File: src/rtl/sat_counter.sv
// Saturating up-counter with synchronous clear (clear wins over increment).
// Latency: count reflects inc/clr one cycle after they are sampled.
// Backpressure: none; holds at all-ones instead of wrapping.
//
// Ports: clk, rst_n (synchronous, active-high), inc, clr, count[WIDTH-1:0].
module sat_counter #(
    parameter int WIDTH = 16
) (
    input  logic             clk,
    input  logic             rst_n,
    input  logic             inc,
    input  logic             clr,
    output logic [WIDTH-1:0] count
);

    always_ff @(posedge clk) begin
        if (rst_n) begin
            count <= '0;
        end else if (clr) begin
            count <= '0;
        end else if (inc && (count != '1)) begin
            count <= count + WIDTH'(1);
        end
    end

endmodule

File: config.mk
export PLATFORM = sky130hd
export DESIGN_NAME = sat_counter
export DESIGN_NICKNAME = d
export VERILOG_FILES = /design/src/rtl/sat_counter.sv
export SDC_FILE = /design/constraint.sdc
export NUM_CORES = 1
export LEC_CHECK = 0
export CORE_ASPECT_RATIO = 1.2
export CORE_MARGIN = 8
export CORE_UTILIZATION = 40
export DETAILED_ROUTE_END_ITERATION = 10
export PLACE_DENSITY = 0.66
export SETUP_SLACK_MARGIN = 0.15
export SYNTH_ARGS = -nofsm -noshare
export SYNTH_HDL_FRONTEND = slang
export SYNTH_SLANG_ARGS = --single-unit
File: constraint.sdc
create_clock -name clk -period 2.1 [get_ports clk]
set_input_delay 0.42 -clock clk [delete_from_list [all_inputs] [get_ports clk]]
set_output_delay 0.42 -clock clk [all_outputs]
set_load 0.02 [all_outputs]
## Yosys cells after proc, flatten, opt, wreduce, memory -nomap -nowiden

Cells that the tools add are included.

| storage, ports and cells | value |
|---|---|
| output and inout port bits | 16 |
| flip-flop bits (word level) | 16 |
| input bits | 4 |

| cells by class | value |
|---|---|
| eq/ne operators | 1 |
| add/sub/neg operators | 1 |
| reduce and logical (&&, ||, !) cells | 2 |

Operator list:

| cell | count |
|---|---|
| $add 16x1->16 const B | 1 |
| $ne 16x16->1 const B | 1 |
| $reduce_or 2->1 | 1 |
| $logic_and 1x1->1 | 1 |

## Logic depth before layout (Yosys ltp)

Gate-level depths: netlist of the first run.

| depth | value |
|---|---|
| depth in word-level cells | 2 |
| gate-level depth with buffers | 6 |
| mapped depth without buffers | 5 |

## Worst setup path after synthesis of the first run

No wires, ideal clock.

| path | value |
|---|---|
| kind | reg-to-reg |
| start | register count[0] |
| end | register count[12] |
| path buffers | 1 |
| data required time | 2009 ps |
| cell stages (with the launch flop) | 7 |
| setup time | 91 ps |
| data arrival time | 1496 ps |
| slack | 513 ps |
| cells stage by stage | dfxtp_1 > ha_1 > and4_4 > and3_1 > buf_4 > a31oi_1 > a311oi_1 |

| on the way | value |
|---|---|
| longest elaborated chain between the ends | 2 |
| elaborated cells on any way between the ends | 3 |
| those cells by class | 1 x add/sub; 1 x eq/ne; 1 x reduce/logical |

Ends and longest elaborated chain:

| item | RTL line | text |
|---|---|---|
| from (decl) | 13 | `output logic [WIDTH-1:0] count` |
| from (signal assigned) | 22 | `count <= count + WIDTH'(1);` |
| branches (longest 2 deep; another with $add 16x1->16) | -- |  |

Several ways; the timed one is not identified.
A chain may end at the register's enable or synchronous reset.

## Final worst setup path of the first run

| path | value |
|---|---|
| start | register count[13] |
| end | output count[13] |

No word-level cell between the ends.

==> results of run 1 <==
-- cells in the mapped netlist --
master / number
a2111o_1: 2
a211oi_1: 3
a211oi_2: 1
a21boi_0: 1
a21oi_1: 6
a311oi_1: 1
a31oi_1: 4
a41o_1: 1
and2_1: 2
and2_2: 2
and3_1: 3
and3_2: 1
and3_4: 2
and4_4: 1
buf_1: 1
buf_4: 1
buf_6: 2
dfxtp_1: 16
dlygate4sd1_1: 1
ha_1: 1
inv_1: 1
mux2i_1: 6
nand2_1: 13
nand3_1: 5
nand4_1: 3
nand4_4: 1
nor2_1: 2
nor3_1: 2
nor3_4: 1
o2111a_1: 1
o2111ai_1: 1
o21ai_0: 4
o21ai_1: 2
or2_1: 1
or3_1: 4
or3_2: 3
-- cell families (layout without fill, tap and decap cells) --
family / Yosys count / in the layout / synth area share
adders and majority gates: 1 / 1 / 0.01364
AOI/OAI and AO/OA: 27 / 27 / 0.2060
DFF: 16 / 16 / 0.3493
muxes: 6 / 6 / 0.06549
and+or+nand+nor: 46 / 46 / 0.3151
buffers and inverters: 6 / 25 / 0.05047
-- cell type report --
class	count	area (sq um)	area share
clock buffers	3	22.52	0.01974
well taps	31	38.79	0.03399
multi-input cells	80	550.5	0.4825
repair buffers	21	205.2	0.1798
flip-flops and latches	16	320.3	0.2807
inverters	1	3.754	0.003289
-- power groups by stage --
stage               clock network (mW)  logic, mW  registers, mW
global route                     0.192     0.0349          0.307
CTS                              0.168     0.0319          0.307
floorplan                            0     0.0135          0.315
global placement                     0     0.0307          0.313
detailed placement                   0     0.0317          0.314
finish                           0.164     0.0317          0.307
-- worst max-delay path by stage --
| stage | start | end | slack (ns) | cells past startpoint |
|---|---|---|---|---|
| final | count[13] | count[13] | 0.26 | 1 |
| after global routing | count[13] | count[13] | 0.17 | 1 |
| after CTS | count[13] | count[13] | 0.25 | 1 |
| after detailed placement | inc | count[15] | 0.09 | 5 |
| after global placement | inc | count[15] | 0.15 | 5 |
| after floorplan | count[0] | count[12] | 0.51 | 6 |
-- tightest hold or removal path, cell delays in order (launching register included) --
cell and delay (ns):
dfxtp_1 0.36, nand2_1 0.07, o21ai_1 0.05
-- per-layer routing --
metal,part of all wire,global-route usage,up-vias
met5,0,0,-
met4,0.015,0.05373,0
met3,0.036,0.01692,5
met2,0.48,0.2227,15
met1,0.46,0.1413,398
li1,-,-,427
==> results.md, run 1 <==
| Step | Metric | Value |
| --- | --- | --- |
| finish | Total Nets Final | 128 |
| sta | Share of the clock period used by the worst path after layout | 0.8756 |
| placed design | Post-placement worst setup slack | 0.08642 ns |
| route | Detailed Routing Iterations Pass 1 | 4 |
| min path | Endpoint of the worst hold path | count[5] |
| setup path | CP peak stage delay | 0.66 ns |
| setup path | Critical Path Start Type | flip-flop |
| floorplan | Die height | 68.46 microns |
| finish | Final core utilization | 0.5106 |
| route | Vias/cell | 5.559 |
| setup path | Required time at the worst-slack endpoint | 1.68 ns |
| synthesis | Fraction of post-synthesis cell area in the top cell type by area | 0.3492 |
| finish | Final design instance area without fill | 1141 sq um |
| placed design | DP Wirelength | 1.661 mm |
| floorplan | Die Outline Area | 4087 sq um |
| route | Final routed wire length divided by cell count | 14.49 microns |
| clock tree | Post-CTS Setup Repair Bufs | 0 |
| power and ir drop | Proportion of power drawn by flip-flops and latches | 0.610 |
| clock tree | Hold Buf Count CTS | 0 |
| sta | Post-route setup TNS | 0 ns |
| placed design | Placement Cell Area | 1119 sq um |
| global route | Global-route wire length before repair | 3.905 mm |
| finish | Final instance count without filler cells | 152 |
| floorplan | Starting utilization of the core area | 0.4104 |
| global route | Vias in the first global route | 863 |
| finish | Most common cell after layout, fill and taps aside | clkdlybuf4s50_1 |
| job | Count of max-cap constraint violations | 0 |
| placed design | Placer congestion estimate | 0.8067 |
| min path | Hold Startpoint | count[5] |
| global route | Total congestion overflow | 0 |
| power and ir drop | Internal | 0.3867 mW |
| synthesis | Sequential cell area fraction in the yosys report | 0.3492 |
| setup path | Largest delay share family, worst path | buffers and inverters |
| clock tree | Clk pin slew, worst setup/hold paths | 0.09 ns |
| power and ir drop | Maximum ir drop on the vdd rail | 0.0003389 V |
| synthesis | Library cell occupying the most area in the post-synthesis netlist | dfxtp_1 |
| sta | Final Hold Fails | 0 |
| synthesis | Cell area after technology mapping | 917.1 sq um |
| placed design | Instance count after placement with tap cells included | 149 |
| finish | Number of antenna repair diodes | 0 |
| sta | Worst Tran Pin Value | 0.4599 ns |
| finish | Share of cells above drive strength 1 | 0.1405 |
| clock tree | CTS buffer count | 3 |
| setup path | Critical Path End Type | primary output |
| outcome | Status | complete, no violations |
| finish | Top library cells by usage in the layout, fill and taps aside | clkdlybuf4s50_1, dfxtp_1, nand2_1 |
| finish | Max FFs per register | 16 |
| power and ir drop | Switching power | 0.1156 mW |
| global route | GRT Total Usage | 0.1237 |
| clock tree | Gates resized, CTS repair | 0 |
| clock tree | Num Clock Sinks | 16 |
| setup path | Slowest stage cell, crit path | clkdlybuf4s50_1 |
| clock tree | Clock tree from TritonCTS | done |
| floorplan | Number of rows in the core area | 19 |
| sta | Number of failing setup endpoints in the final timing report | 0 |
| synthesis | Number of distinct standard cells referenced by the synthesized netlist | 36 |
| route | Residual DRC | 0 |
| global route | Initial antenna violation count | 0 |
| clock tree | Worst-Skew Late Latency | 0.29 ns |
| clock tree | CTS Root Cell | clkbuf_4 |
| setup path | Reg2Reg Capture Point | count[1] |
| power and ir drop | Portion of total power attributed to combinational logic | 0.063 |
| power and ir drop | Net switching fraction of the power | 0.2302 |
| min path | Cell depth of the worst hold path | 2 |
| setup path | Category of the critical setup timing path | reg -> out |
| finish | Reg with most FFs | count |
| setup path | Cell-by-cell listing of the critical path | clkdlybuf4s50_1 |
| setup path | Worst endpoint data arrival time | 1.42 ns |
| sta | Setup repair after global routing missed its margin | false |
| synthesis | Average size of a mapped cell | 8.991 sq um |
| sta | Final count of pins violating max slew | 0 |
| sta | Worst Clk Skew | 0.004902 ns |
| clock tree | CTS HTree Levels | 1 |
| power and ir drop | Power consumption | 0.5023 mW |
| power and ir drop | P_leak | 0.3923 nW |
| clock tree | Max Buffers Root-to-Sink | 2 |
| synthesis | Most area-consuming cells after synthesis | dfxtp_1, mux2i_1, nand2_1 |
| finish | Filler instances | 244 |
| setup path | Flop-to-flop setup slack | 0.44 ns |
| sta | Max-Slew Margin vs Limit | 0.6924 |
| setup path | Worst Reg-to-Reg Cells | 4 |
| sta | Shortest clock period the worst path allows after layout | 1.839 ns |
| setup path | Reg-to-Reg Start | count[13] |
| setup path | Top fanout value on the critical path | 7 |
| floorplan | Die extent in x | 59.71 microns |
| finish | Top Registers | count (16) |
| sta | Worst-case setup margin in the final layout | 0.2612 ns |
| synthesis | Cells after synthesis | 102 |
| synthesis | Nets in the synthesized netlist | 107 |
| route | Routed wire length | 2.202 mm |
| synthesis | #FFs+latches synth | 16 |
| sta | Smallest hold slack | 0.5095 ns |
| synthesis | Syn. warnings | 0 |
| floorplan | Placeable Area | 2235 sq um |
| route | Final antenna-violating net count | 0 |
| finish | Synth-to-Final Area Change | 24.42% |
| power and ir drop | Relative contribution of the clock network to total power | 0.327 |
| placed design | Total of buffers placed on input and output ports | 19 |
| power and ir drop | Power density relative to cell area | 440.2 nW/um^2 |
| route | Iteration-0 DRC count of the detailed router | 16 |
| sta | Max Fclk | 0.5438 GHz |
| floorplan | Number of primary I/O pins | 20 |
| global route | Maximum number of pins on one net before global-route repair | 13 |
| route | Via count | 845 |
| min path | Min-Delay Path Class | reg -> reg |
| setup path | Buffers plus inverters on the worst setup path | 1 |
Power figures use the tool's default switching activity.
==> inputs of run 2 (changes only) <==
Clock period 2.1 ns to 2.25 ns, I/O delays scaled along.
==> run 2 against run 1 <==
Effect of this change: die area did not move; non-clock buffer count shrank 1; via count is 1.1% lower; count of clock-buffer cells in the layout unchanged; sequential power is 6.8% lower; sequential share of layout area up 0.19 points; global-route usage decreased by 1.4 points; combinational power is 13% lower; final cell count shrank 0.66%; largest cell class unchanged.
==> results.md, run 2 (synthesis gave the netlist of run 1 again) <==
| Step | Metric | Value | Delta |
| --- | --- | --- | --- |
| job | Count of max-cap constraint violations | 0 | unchanged |
| sta | Max Fclk | 0.5331 GHz |  |
| setup path | Slowest stage cell, crit path | clkdlybuf4s50_1 | unchanged |
| finish | Final core utilization | 0.5073 | was 0.5106 |
| power and ir drop | Switching power | 0.1015 mW | was 0.1156 mW |
| placed design | Instance count after placement with tap cells included | 148 | was 149 |
| power and ir drop | Proportion of power drawn by flip-flops and latches | 0.620 | was 0.610 |
| floorplan | Starting utilization of the core area | 0.4104 | unchanged |
| placed design | Placement Cell Area | 1111 sq um | was 1119 sq um |
| floorplan | Placeable Area | 2235 sq um | unchanged |
| power and ir drop | Relative contribution of the clock network to total power | 0.320 | was 0.327 |
| power and ir drop | Internal | 0.3595 mW | was 0.3867 mW |
| finish | Filler instances | 242 | was 244 |
| route | Final routed wire length divided by cell count | 14.05 microns | was 14.49 microns |
| route | Detailed Routing Iterations Pass 1 | 6 | was 4 |
| outcome | Status | complete, no violations | unchanged |
| route | Routed wire length | 2.122 mm | was 2.202 mm |
| clock tree | Gates resized, CTS repair | 0 | unchanged |
| global route | Maximum number of pins on one net before global-route repair | 13 | unchanged |
| power and ir drop | P_leak | 0.3875 nW | was 0.3923 nW |
| global route | Global-route wire length before repair | 3.560 mm | was 3.905 mm |
| sta | Worst Tran Pin Value | 0.4668 ns | was 0.4599 ns |
| finish | Total Nets Final | 127 | was 128 |
| finish | Most common cell after layout, fill and taps aside | clkdlybuf4s50_1 | unchanged |
| setup path | Category of the critical setup timing path | reg -> out | unchanged |
| global route | Initial antenna violation count | 0 | unchanged |
| finish | Reg with most FFs | count | unchanged |
| finish | Top Registers | count (16) | unchanged |
| min path | Min-Delay Path Class | reg -> reg | unchanged |
| setup path | Cell-by-cell listing of the critical path | clkdlybuf4s50_1 | unchanged |
| power and ir drop | Power density relative to cell area | 406.6 nW/um^2 | was 440.2 nW/um^2 |
| route | Iteration-0 DRC count of the detailed router | 17 | was 16 |
| sta | Setup repair after global routing missed its margin | false | unchanged |
| placed design | Placer congestion estimate | 0.8147 | was 0.8067 |
| route | Final antenna-violating net count | 0 | unchanged |
| finish | Combined area of the multi-input logic cells | 550.5 sq um | unchanged |
| finish | Share of cells above drive strength 1 | 0.1333 | was 0.1405 |
| setup path | CP peak stage delay | 0.66 ns | about the same |
| floorplan | Number of rows in the core area | 19 | unchanged |
| clock tree | Max Buffers Root-to-Sink | 2 | unchanged |
| sta | Share of the clock period used by the worst path after layout | 0.8337 |  |
| finish | Sequential cell area | 320.3 sq um | unchanged |
| floorplan | Die height | 68.46 microns | unchanged |
| finish | Final instance count without filler cells | 151 | was 152 |
| setup path | Critical Path Start Type | flip-flop | unchanged |
| clock tree | Clock tree from TritonCTS | done | unchanged |
| finish | Number of antenna repair diodes | 0 | unchanged |
| setup path | Largest delay share family, worst path | buffers and inverters | unchanged |
| floorplan | Number of primary I/O pins | 20 | unchanged |
| sta | Worst-case setup margin in the final layout | 0.3741 ns | was 0.2612 ns |
| finish | Synth-to-Final Area Change | 23.60% | was 24.42% |
| setup path | Launching instance or port of the critical path | count[13] | unchanged |
| placed design | DP Wirelength | 1.592 mm | was 1.661 mm |
| setup path | Buffers plus inverters on the worst setup path | 1 | unchanged |
| placed design | Post-placement worst setup slack | 0.2609 ns | was 0.08642 ns |
| power and ir drop | Power consumption | 0.4609 mW | was 0.5023 mW |
| setup path | Critical Path End Type | primary output | unchanged |
| floorplan | Die extent in x | 59.71 microns | unchanged |
| route | Via count | 836 | was 845 |
| clock tree | CTS HTree Levels | 1 | unchanged |
| setup path | Worst endpoint data arrival time | 1.43 ns | was 1.42 ns |
| route | Residual DRC | 0 | unchanged |
| floorplan | Die Outline Area | 4087 sq um | unchanged |
| power and ir drop | Maximum ir drop on the vdd rail | 0.0002705 V | was 0.0003389 V |
| placed design | Total of buffers placed on input and output ports | 19 | unchanged |
| finish | Top library cells by usage in the layout, fill and taps aside | clkdlybuf4s50_1, dfxtp_1, nand2_1 | unchanged |
| power and ir drop | Portion of total power attributed to combinational logic | 0.060 | was 0.063 |
| sta | Smallest hold slack | 0.5060 ns | was 0.5095 ns |
| clock tree | Clk pin slew, worst setup/hold paths | 0.09 ns | about the same |
| setup path | Reg-to-Reg Start | count[13] | unchanged |
| global route | Vias in the first global route | 829 | was 863 |
| route | Vias/cell | 5.536 | was 5.559 |
| sta | Post-route setup TNS | 0 ns | unchanged |
| sta | Final count of pins violating max slew | 0 | unchanged |
| global route | Total congestion overflow | 0 | unchanged |
| clock tree | CTS buffer count | 3 | unchanged |
| finish | Final design instance area without fill | 1134 sq um | was 1141 sq um |
| global route | GRT Total Usage | 0.1094 | was 0.1237 |
| sta | Number of failing setup endpoints in the final timing report | 0 | unchanged |
| clock tree | Num Clock Sinks | 16 | unchanged |
| clock tree | Worst-Skew Late Latency | 0.28 ns | was 0.29 ns |
| sta | Final Hold Fails | 0 | unchanged |
| clock tree | Hold Buf Count CTS | 0 | unchanged |
| finish | Max FFs per register | 16 | unchanged |
| clock tree | CTS Root Cell | clkbuf_4 | unchanged |
| sta | Max-Slew Margin vs Limit | 0.6878 | was 0.6924 |
| power and ir drop | Net switching fraction of the power | 0.2201 | was 0.2302 |
| clock tree | Post-CTS Setup Repair Bufs | 0 | unchanged |
| setup path | Top fanout value on the critical path | 7 | unchanged |
| min path | Hold Startpoint | count[5] | unchanged |
| setup path | Required time at the worst-slack endpoint | 1.80 ns | was 1.68 ns |
| sta | Shortest clock period the worst path allows after layout | 1.876 ns |  |
| sta | Worst Clk Skew | 0.009215 ns | was 0.004902 ns |
==> run 2: cell types whose count changed in the layout (fill, tap and decap cells not counted) <==
cell   previous run  this run
buf_4             2         1
==> run 2: power by group through the flow <==
stage                     Combinational, mW  Sequential, mW  Clock [mW]
final                                0.0275           0.286       0.148
after global routing                 0.0301           0.286       0.166
after CTS                            0.0276           0.286       0.155
after detailed placement             0.0275           0.293           0
after global placement               0.0273           0.293           0
after floorplan                      0.0126           0.294           0
==> run 2: path summary, 6_finish.rpt <==
| kind | cells after the start | slack (ns) | endpoint |
|---|---|---|---|
| setup / recovery | 1 | 0.37 | count[13] |
| setup reg to reg | 4 | 0.55 | count[1] |
| hold reg to reg | 2 | 0.51 | count[5] |
| hold / removal | 2 | 0.51 | count[5] |
==> run 2: layout make-up <==
| class | instances | area share |
|---|---|---|
| timing repair buffer | 20 | 0.1744 |
| clock buffer | 3 | 0.01987 |
| tap | 31 | 0.03422 |
| multi-input combinational | 80 | 0.4857 |
| sequential | 16 | 0.2826 |
| inverter | 1 | 0.003311 |
==> run 2: metal layers <==
metal / global-route usage / vias to the layer above / share of wire / routed length, microns
met2: 0.1997 / 14 / 0.48 / 1008
met5: 0 / - / 0 / 0
li1: - / 432 / - / -
met4: 0.03582 / 0 / 0.012 / 26
met3: 0.02068 / 4 / 0.042 / 90
met1: 0.1237 / 386 / 0.47 / 996
==> inputs of run 3 (changes only) <==
Clock period 2.25 ns to 1.87 ns, I/O delays scaled along.
==> run 3 against run 2 <==
Effect of this change: register-to-register slack got worse by 0.27 ns; core utilization rose by 2.5 points; global-route usage fell by 0.26 points; combinational power rose by 34%; via count rose by 1.7%; worst hold slack got worse by 0.0052 ns; count of clock-buffer cells in the layout rose by 1; sequential power rose by 20%; wire length fell by 3.0%; non-clock buffer count rose by 6; final cell count rose by 4.6%.
==> results.md, run 3 (synthesis gave the netlist of run 1 again) <==
| Step | Metric | Value | Delta |
| --- | --- | --- | --- |
| sta | Worst Tran Pin Value | 0.4228 ns | was 0.4668 ns |
| finish | Top library cells by usage in the layout, fill and taps aside | dfxtp_1, nand2_1, dlygate4sd2_1 | was clkdlybuf4s50_1, dfxtp_1, nand2_1 |
| power and ir drop | Maximum ir drop on the vdd rail | 0.0003333 V | was 0.0002705 V |
| setup path | Category of the critical setup timing path | reg -> out | unchanged |
| finish | Reg with most FFs | count | unchanged |
| sta | Number of failing setup endpoints in the final timing report | 0 | unchanged |
| sta | Setup repair after global routing missed its margin | true | was false |
| route | Routed wire length | 2.058 mm | was 2.122 mm |
| placed design | DP Wirelength | 1.616 mm | was 1.592 mm |
| global route | Global-route wire length before repair | 3.415 mm | was 3.560 mm |
| clock tree | Clock tree from TritonCTS | done | unchanged |
| clock tree | CTS HTree Levels | 1 | unchanged |
| clock tree | Num Clock Sinks | 16 | unchanged |
| sta | Final count of pins violating max slew | 0 | unchanged |
| power and ir drop | Power consumption | 0.6125 mW | was 0.4609 mW |
| floorplan | Starting utilization of the core area | 0.4104 | unchanged |
| job | Count of max-cap constraint violations | 0 | unchanged |
| floorplan | Placeable Area | 2235 sq um | unchanged |
| finish | Share of cells above drive strength 1 | 0.1890 | was 0.1333 |
| clock tree | CTS buffer count | 3 | unchanged |
| sta | Final Hold Fails | 0 | unchanged |
| clock tree | Worst-Skew Late Latency | 0.29 ns | was 0.28 ns |
| route | Final antenna-violating net count | 0 | unchanged |
| setup path | Buffers plus inverters on the worst setup path | 1 | unchanged |
| sta | Max Fclk | 0.6127 GHz |  |
| setup path | CP peak stage delay | 0.61 ns | was 0.66 ns |
| setup path | Critical Path Start Type | flip-flop | unchanged |
| finish | Final core utilization | 0.5325 | was 0.5073 |
| route | Final routed wire length divided by cell count | 13.03 microns | was 14.05 microns |
| placed design | Placer congestion estimate | 0.8001 | was 0.8147 |
| global route | Vias in the first global route | 809 | was 829 |
| finish | Max FFs per register | 16 | unchanged |
| setup path | Cell-by-cell listing of the critical path | clkdlybuf4s50_1 | unchanged |
| finish | Most common cell after layout, fill and taps aside | dfxtp_1 | was clkdlybuf4s50_1 |
| route | Detailed Routing Iterations Pass 1 | 4 | was 6 |
| power and ir drop | P_leak | 0.5519 nW | was 0.3875 nW |
| floorplan | Number of rows in the core area | 19 | unchanged |
| route | Iteration-0 DRC count of the detailed router | 15 | was 17 |
| finish | Total Nets Final | 133 | was 127 |
| sta | Max-Slew Margin vs Limit | 0.7156 | was 0.6878 |
| sta | Shortest clock period the worst path allows after layout | 1.632 ns |  |
| power and ir drop | Power density relative to cell area | 514.8 nW/um^2 | was 406.6 nW/um^2 |
| floorplan | Die height | 68.46 microns | unchanged |
| floorplan | Die Outline Area | 4087 sq um | unchanged |
| setup path | Slowest stage cell, crit path | clkdlybuf4s50_1 | unchanged |
| clock tree | Max Buffers Root-to-Sink | 2 | unchanged |
| route | Vias/cell | 5.380 | was 5.536 |
| finish | Top Registers | count (16) | unchanged |
| global route | GRT Total Usage | 0.1068 | was 0.1094 |
| clock tree | CTS Root Cell | clkbuf_4 | unchanged |
| route | Via count | 850 | was 836 |
| setup path | Worst endpoint data arrival time | 1.26 ns | was 1.43 ns |
| global route | Maximum number of pins on one net before global-route repair | 13 | unchanged |
| global route | Total congestion overflow | 0 | unchanged |
| floorplan | Die extent in x | 59.71 microns | unchanged |
| sta | Post-route setup TNS | 0 ns | unchanged |
| min path | Min-Delay Path Class | reg -> reg | unchanged |
| setup path | Top fanout value on the critical path | 3 | was 7 |
| setup path | Required time at the worst-slack endpoint | 1.50 ns | was 1.80 ns |
| floorplan | Number of primary I/O pins | 20 | unchanged |
| placed design | Total of buffers placed on input and output ports | 19 | unchanged |
| clock tree | Clk pin slew, worst setup/hold paths | 0.10 ns | was 0.09 ns |
| sta | Share of the clock period used by the worst path after layout | 0.8728 |  |
| finish | Synth-to-Final Area Change | 29.74% | was 23.60% |
| setup path | Critical Path End Type | primary output | unchanged |
| route | Residual DRC | 0 | unchanged |
| finish | Number of antenna repair diodes | 0 | unchanged |
| sta | Worst Clk Skew | 0.003421 ns | was 0.009215 ns |
| outcome | Status | complete, no violations | unchanged |
| global route | Initial antenna violation count | 0 | unchanged |
| setup path | Largest delay share family, worst path | buffers and inverters | unchanged |
[run 3: where the power goes]
| group | switching, mW | internal (mW) | leakage [nW] | total (mW) |
|---|---|---|---|---|
| Clock | 0.113 | 0.119 | 0.0210 | 0.232 |
| Sequential | 0.00203 | 0.342 | 0.129 | 0.344 |
| Combinational | 0.0177 | 0.0191 | 0.402 | 0.0369 |
| Total | 0.133 | 0.480 | 0.552 | 0.613 |
[run 3: cell type report]
class,count,area [sq um]
tap,31,38.79
clock buffer,4,36.28
inverter,1,3.754
timing repair buffer,26,239.0
sequential,16,320.3
multi-input combinational,80,551.8
fill,226,1045
[run 3: tightest hold or removal path: cells and delay by family (launching register included)]
family / cells / cell delay, ns
simple gates: 1 / 0.07
flops: 1 / 0.35
compound gates: 1 / 0.05
[run 3: path summary, 6_finish.rpt]
kind	from	to	slack [ns]	depth (start not counted)
hold / removal	count[5]	count[5]	0.50	2
setup reg to reg	count[0]	count[12]	0.28	5
setup / recovery	count[6]	count[6]	0.24	1
hold reg to reg	count[5]	count[5]	0.50	2
[run 3: metrics by stage]
step	area (sq um)	worst slack (ns)	instances	hold slack, ns
3_3_place_gp	1149	-0.01784	153	0.4787
4_1_cts	1171	0.1533	157	0.5064
6_report	1190	0.2378	158	0.5008
2_1_floorplan	917.1	0.2828	102	0.5534
5_1_grt	1190	0.09976	158	0.5364
3_5_place_dp	1149	-0.06977	153	0.4903
[run 3: layer usage]
layer | vias up | part of all wire | global-route usage
met5 | - | 0 | 0
met4 | 0 | 0.013 | 0.03582
met3 | 4 | 0.041 | 0.02444
met2 | 15 | 0.49 | 0.1903
met1 | 388 | 0.46 | 0.1218
li1 | 443 | - | -
[run 3: repair_timing]
| action | in CTS | in global routing |
|---|---|---|
| gates resized for setup | 11 | 5 |
| cloned | 0 | 0 |
| endpoints found under the setup margin | 11 | 10 |
| setup buffers | 0 | 1 |
| hold buffers | 0 | 0 |
| pin swaps | 0 | 1 |
==> patch 1, RTL diff (flow settings as in run 1) <==
Reset style: asynchronous (`rst_n`), changed in one clocked block.
--- a/src/rtl/sat_counter.sv
+++ b/src/rtl/sat_counter.sv
@@ -15,3 +15,3 @@
 
-    always_ff @(posedge clk) begin
+    always_ff @(posedge clk or posedge rst_n) begin
         if (rst_n) begin
Function: differs if rst_n is asserted again (counterexample within 4 cycles, from zero or initial values and one cycle with rst_n high); with rst_n held inactive, the same outputs for 10 cycles.
==> patch 1 against run 1 <==
Sequential cell count unchanged; final area up 5.3%; core utilization up 2.1 points; fmax down 1.4%; global-route usage up 0.091 points; critical path depth unchanged; total power up 5.4%; setup slack worse by 0.026 ns; first-iteration DRC count rose to 2.8 times the old value; cell count up 2.0%; area after synthesis up 1.6%; routed wire length up 3.3%; critical endpoint is now count[15].
==> patch 1: results (changes against run 1) <==
| Metric | Value |
|---|---|
| Status | `finished clean` |
| Proportion of power drawn by combinational gates | `0.094 (+0.031)` |
| Average vias per placed instance | `5.800 (+4.3%)` |
| End point of the critical path | `count[15]` |
| Sequential share of the synthesized area | `0.4295 (+0.08028)` |
| Final clock period utilization by the worst path | `0.8881 (+0.01252)` |
| Peak supply drop | `358.3 uV (+5.7%)` |
| Share of layout cells above drive strength 1 | `0.1371 (-0.003399)` |
| Sequential Power | `0.317 mW (+3%)` |
| Synthesized-area fraction occupied by adder cells | `0.01342 (-0.0002197)` |
| Data arrival at the endpoint of the critical path | `1.45 ns (+0.03 ns)` |
| Setup crit start | `count[15]` |
| Synthesized net count | `106 (-0.93%)` |
| Synth top area cells | `sky130_fd_sc_hd__dfrtp_1, sky130_fd_sc_hd__a21oi_1, sky130_fd_sc_hd__or4_1` |
| Area fraction in compound gates after synthesis | `0.1570 (-0.04896)` |
| Distinct cell type count after synthesis | `29 (-19%)` |
| Post-detail-place hpwl | `1738 um (+4.6%)` |
| Pin count of the biggest net entering global routing | `17 (+4)` |
| Hold Path Class | `in2async` |
| Cell at the root of the clock tree | `sky130_fd_sc_hd__clkbuf_4` |
| DRC violation count after routing | `0 (unchanged)` |
| Wire length per cell | `14.67 um (+1.3%)` |
| Slack of the worst reg-to-reg path | `0.25 ns (-0.19 ns)` |
| LEAKAGE | `0.4233 nW (+7.9%)` |
| Yosys warnings | `0 (unchanged)` |
| Async SR Flop Fraction | `1.000 (+1.000)` |
| Mux cell area share after synthesis | `0.03490 (-0.03058)` |
| Vias in the first global route | `914 (+5.9%)` |
| Top cell types by occurrence after synthesis | `sky130_fd_sc_hd__dfrtp_1, sky130_fd_sc_hd__a21oi_1, sky130_fd_sc_hd__nand3_1` |
| Maximum fanout along the worst path | `8 (+1)` |
| Worst R2R End | `count[13]` |
| Final net count | `131 (+2.3%)` |
| Post-detailed-placement cell area | `1174 um2 (+4.9%)` |
| Worst setup slack after placement | `-0.01230 ns (-0.09872 ns)` |
| Reg clk slew, reported paths | `0.09 ns (about the same)` |
| Reg-to-Reg Start | `count[3]` |
| Global placement routability congestion | `0.8302 (+2.9%)` |
| 1st-iter DRT viols | `45 (+29)` |
| Cell internal power dissipation | `0.4011 mW (+3.7%)` |
| Clk_skew | `0.009118 ns (+0.004217 ns)` |
| Slew margin rel. | `0.5987 (-0.09372)` |
| First-pass GRT wire length | `4002 um (+2.5%)` |
## patch 1: area by class of cell
| cell class | instances | area share |
|---|---|---|
| timing repair buffer | 24 | 0.1896 |
| tap | 31 | 0.03229 |
| sequential | 16 | 0.3354 |
| inverter | 3 | 0.009375 |
| multi-input combinational | 78 | 0.4146 |
| clock buffer | 3 | 0.01875 |
## patch 1: metrics by stage
step,cells,util,total power [mW],hold slack [ns]
final,155,0.5319,0.5295,0.4826
after floorplan,101,-,0.3511,0.3337
after global routing,155,0.5319,0.5533,0.5715
after detailed placement,152,0.5197,0.3732,0.5561
after CTS,155,0.5296,0.5369,0.5154
after global placement,152,0.5197,0.3731,0.5586
## patch 1: routing by layer
layer  wire (um)  global-route usage  vias to the layer above  part of all wire
met5           0                   0                        -                 0
met4          41             0.05672                        0             0.018
met1        1033              0.1396                      440              0.45
met2        1120              0.2227                       16              0.49
li1            -                   -                      438                 -
met3          79             0.02412                        5             0.035
==> patch 2, RTL diff (settings of run 1) <==
Without the edit above. The parameter `WIDTH` goes from 16 to 32.
--- a/src/rtl/sat_counter.sv
+++ b/src/rtl/sat_counter.sv
@@ -6,3 +6,3 @@
 module sat_counter #(
-    parameter int WIDTH = 16
+    parameter int WIDTH = 32
 ) (
Interface: changed (resized count); port bits go from 20 to 36. The function was not compared with the original's and may differ.
==> patch 2 against run 1 <==
Area after synthesis grew 77%; routed wire length grew 120%; total power grew 120%; final area grew 120%; setup slack lost 0.16 ns; non-clock buffer count grew 42; sequential cell count grew 16; largest cell class unchanged; highest routed layer unchanged.
==> patch 2: results (changes against run 1) <==
| Metric | Value |
|---|---|
| Overall Power | `1.125 mW (+120%)` |
| Combinational group power | `0.0510 mW (+61%)` |
| Global placement routability congestion | `0.9013 (+12%)` |
| Cell class contributing the biggest share of worst-path delay | `simple AND/OR/NAND/NOR gates` |
| Routed via count | `1802 (+110%)` |
| Number of levels in the clock H-tree | `2 (+1)` |
| Hold Crit Depth | `1 (-1)` |
| Met2 Usage GRT | `0.2668 (+0.04415)` |
| Critical-path top delay cell | `sky130_fd_sc_hd__or4_4` |
| Post-cts repair resize count | `2 (+2)` |
| Worst slack on hold paths | `0.4851 ns (-0.02440 ns)` |
| First-pass GRT wire length | `7976 um (+100%)` |
| Delay contributed by the slowest stage of the critical path | `0.49 ns (-0.17 ns)` |
| Maximum fanout along the worst path | `3 (-4)` |
| Area occupied by multi-input gates | `1002 um2 (+82%)` |
| Count of inverters not on the clock network in the layout | `4 (+3)` |
| Sequential cell area | `725.7 um2 (+130%)` |
| Final-layout clock buffer total | `8 (+5)` |
| Met3 Use GR | `0.05368 (+0.03676)` |
| Buffer share of cell area | `0.2336 (+0.05378)` |
| Measured slew at the worst slew-check pin | `0.4257 ns (-0.03427 ns)` |
| Status | `finished clean` |
| Registers with the highest flip-flop counts | `count (32)` |
| Clock buffer count from CTS | `5 (+2)` |
| Top cell types by occurrence after synthesis | `sky130_fd_sc_hd__dfxtp_1, sky130_fd_sc_hd__nand2_1, sky130_fd_sc_hd__nor2_1` |
| Postcts setup bufs | `3 (+3)` |
| Synth-to-layout area growth | `53.05%` |
| Total power density per cell area | `453.8 nW/um2 (+3.1%)` |
| Reg clk slew, reported paths | `0.06 ns (-0.03 ns)` |
| Vias in the first global route | `1738 (+100%)` |
## patch 2: cell count changes after synthesis, moves of 5 or more
cell / delta
sky130_fd_sc_hd__nand3_1: +7
sky130_fd_sc_hd__clkbuf_1: +5
sky130_fd_sc_hd__nand2_1: +5
sky130_fd_sc_hd__mux2i_1: -6
sky130_fd_sc_hd__dfxtp_1: +16
sky130_fd_sc_hd__nand4_1: +6
sky130_fd_sc_hd__xnor2_1: +5
sky130_fd_sc_hd__o21ai_0: +7
sky130_fd_sc_hd__or3_1: +11
sky130_fd_sc_hd__a21oi_1: +9
sky130_fd_sc_hd__nor2_1: +14
## patch 2: kinds of logic (layout without fill, tap and decap cells)
group,after synthesis,count (layout),synth area share
flip-flops,32,32,0.3954
AO/OA/AOI/OAI,54,54,0.2139
buffers and inverters,13,75,0.03320
XOR/XNOR,7,7,0.03784
adder cells (fa/ha/maj),1,1,0.007721
AND/OR/NAND/NOR,91,91,0.3120
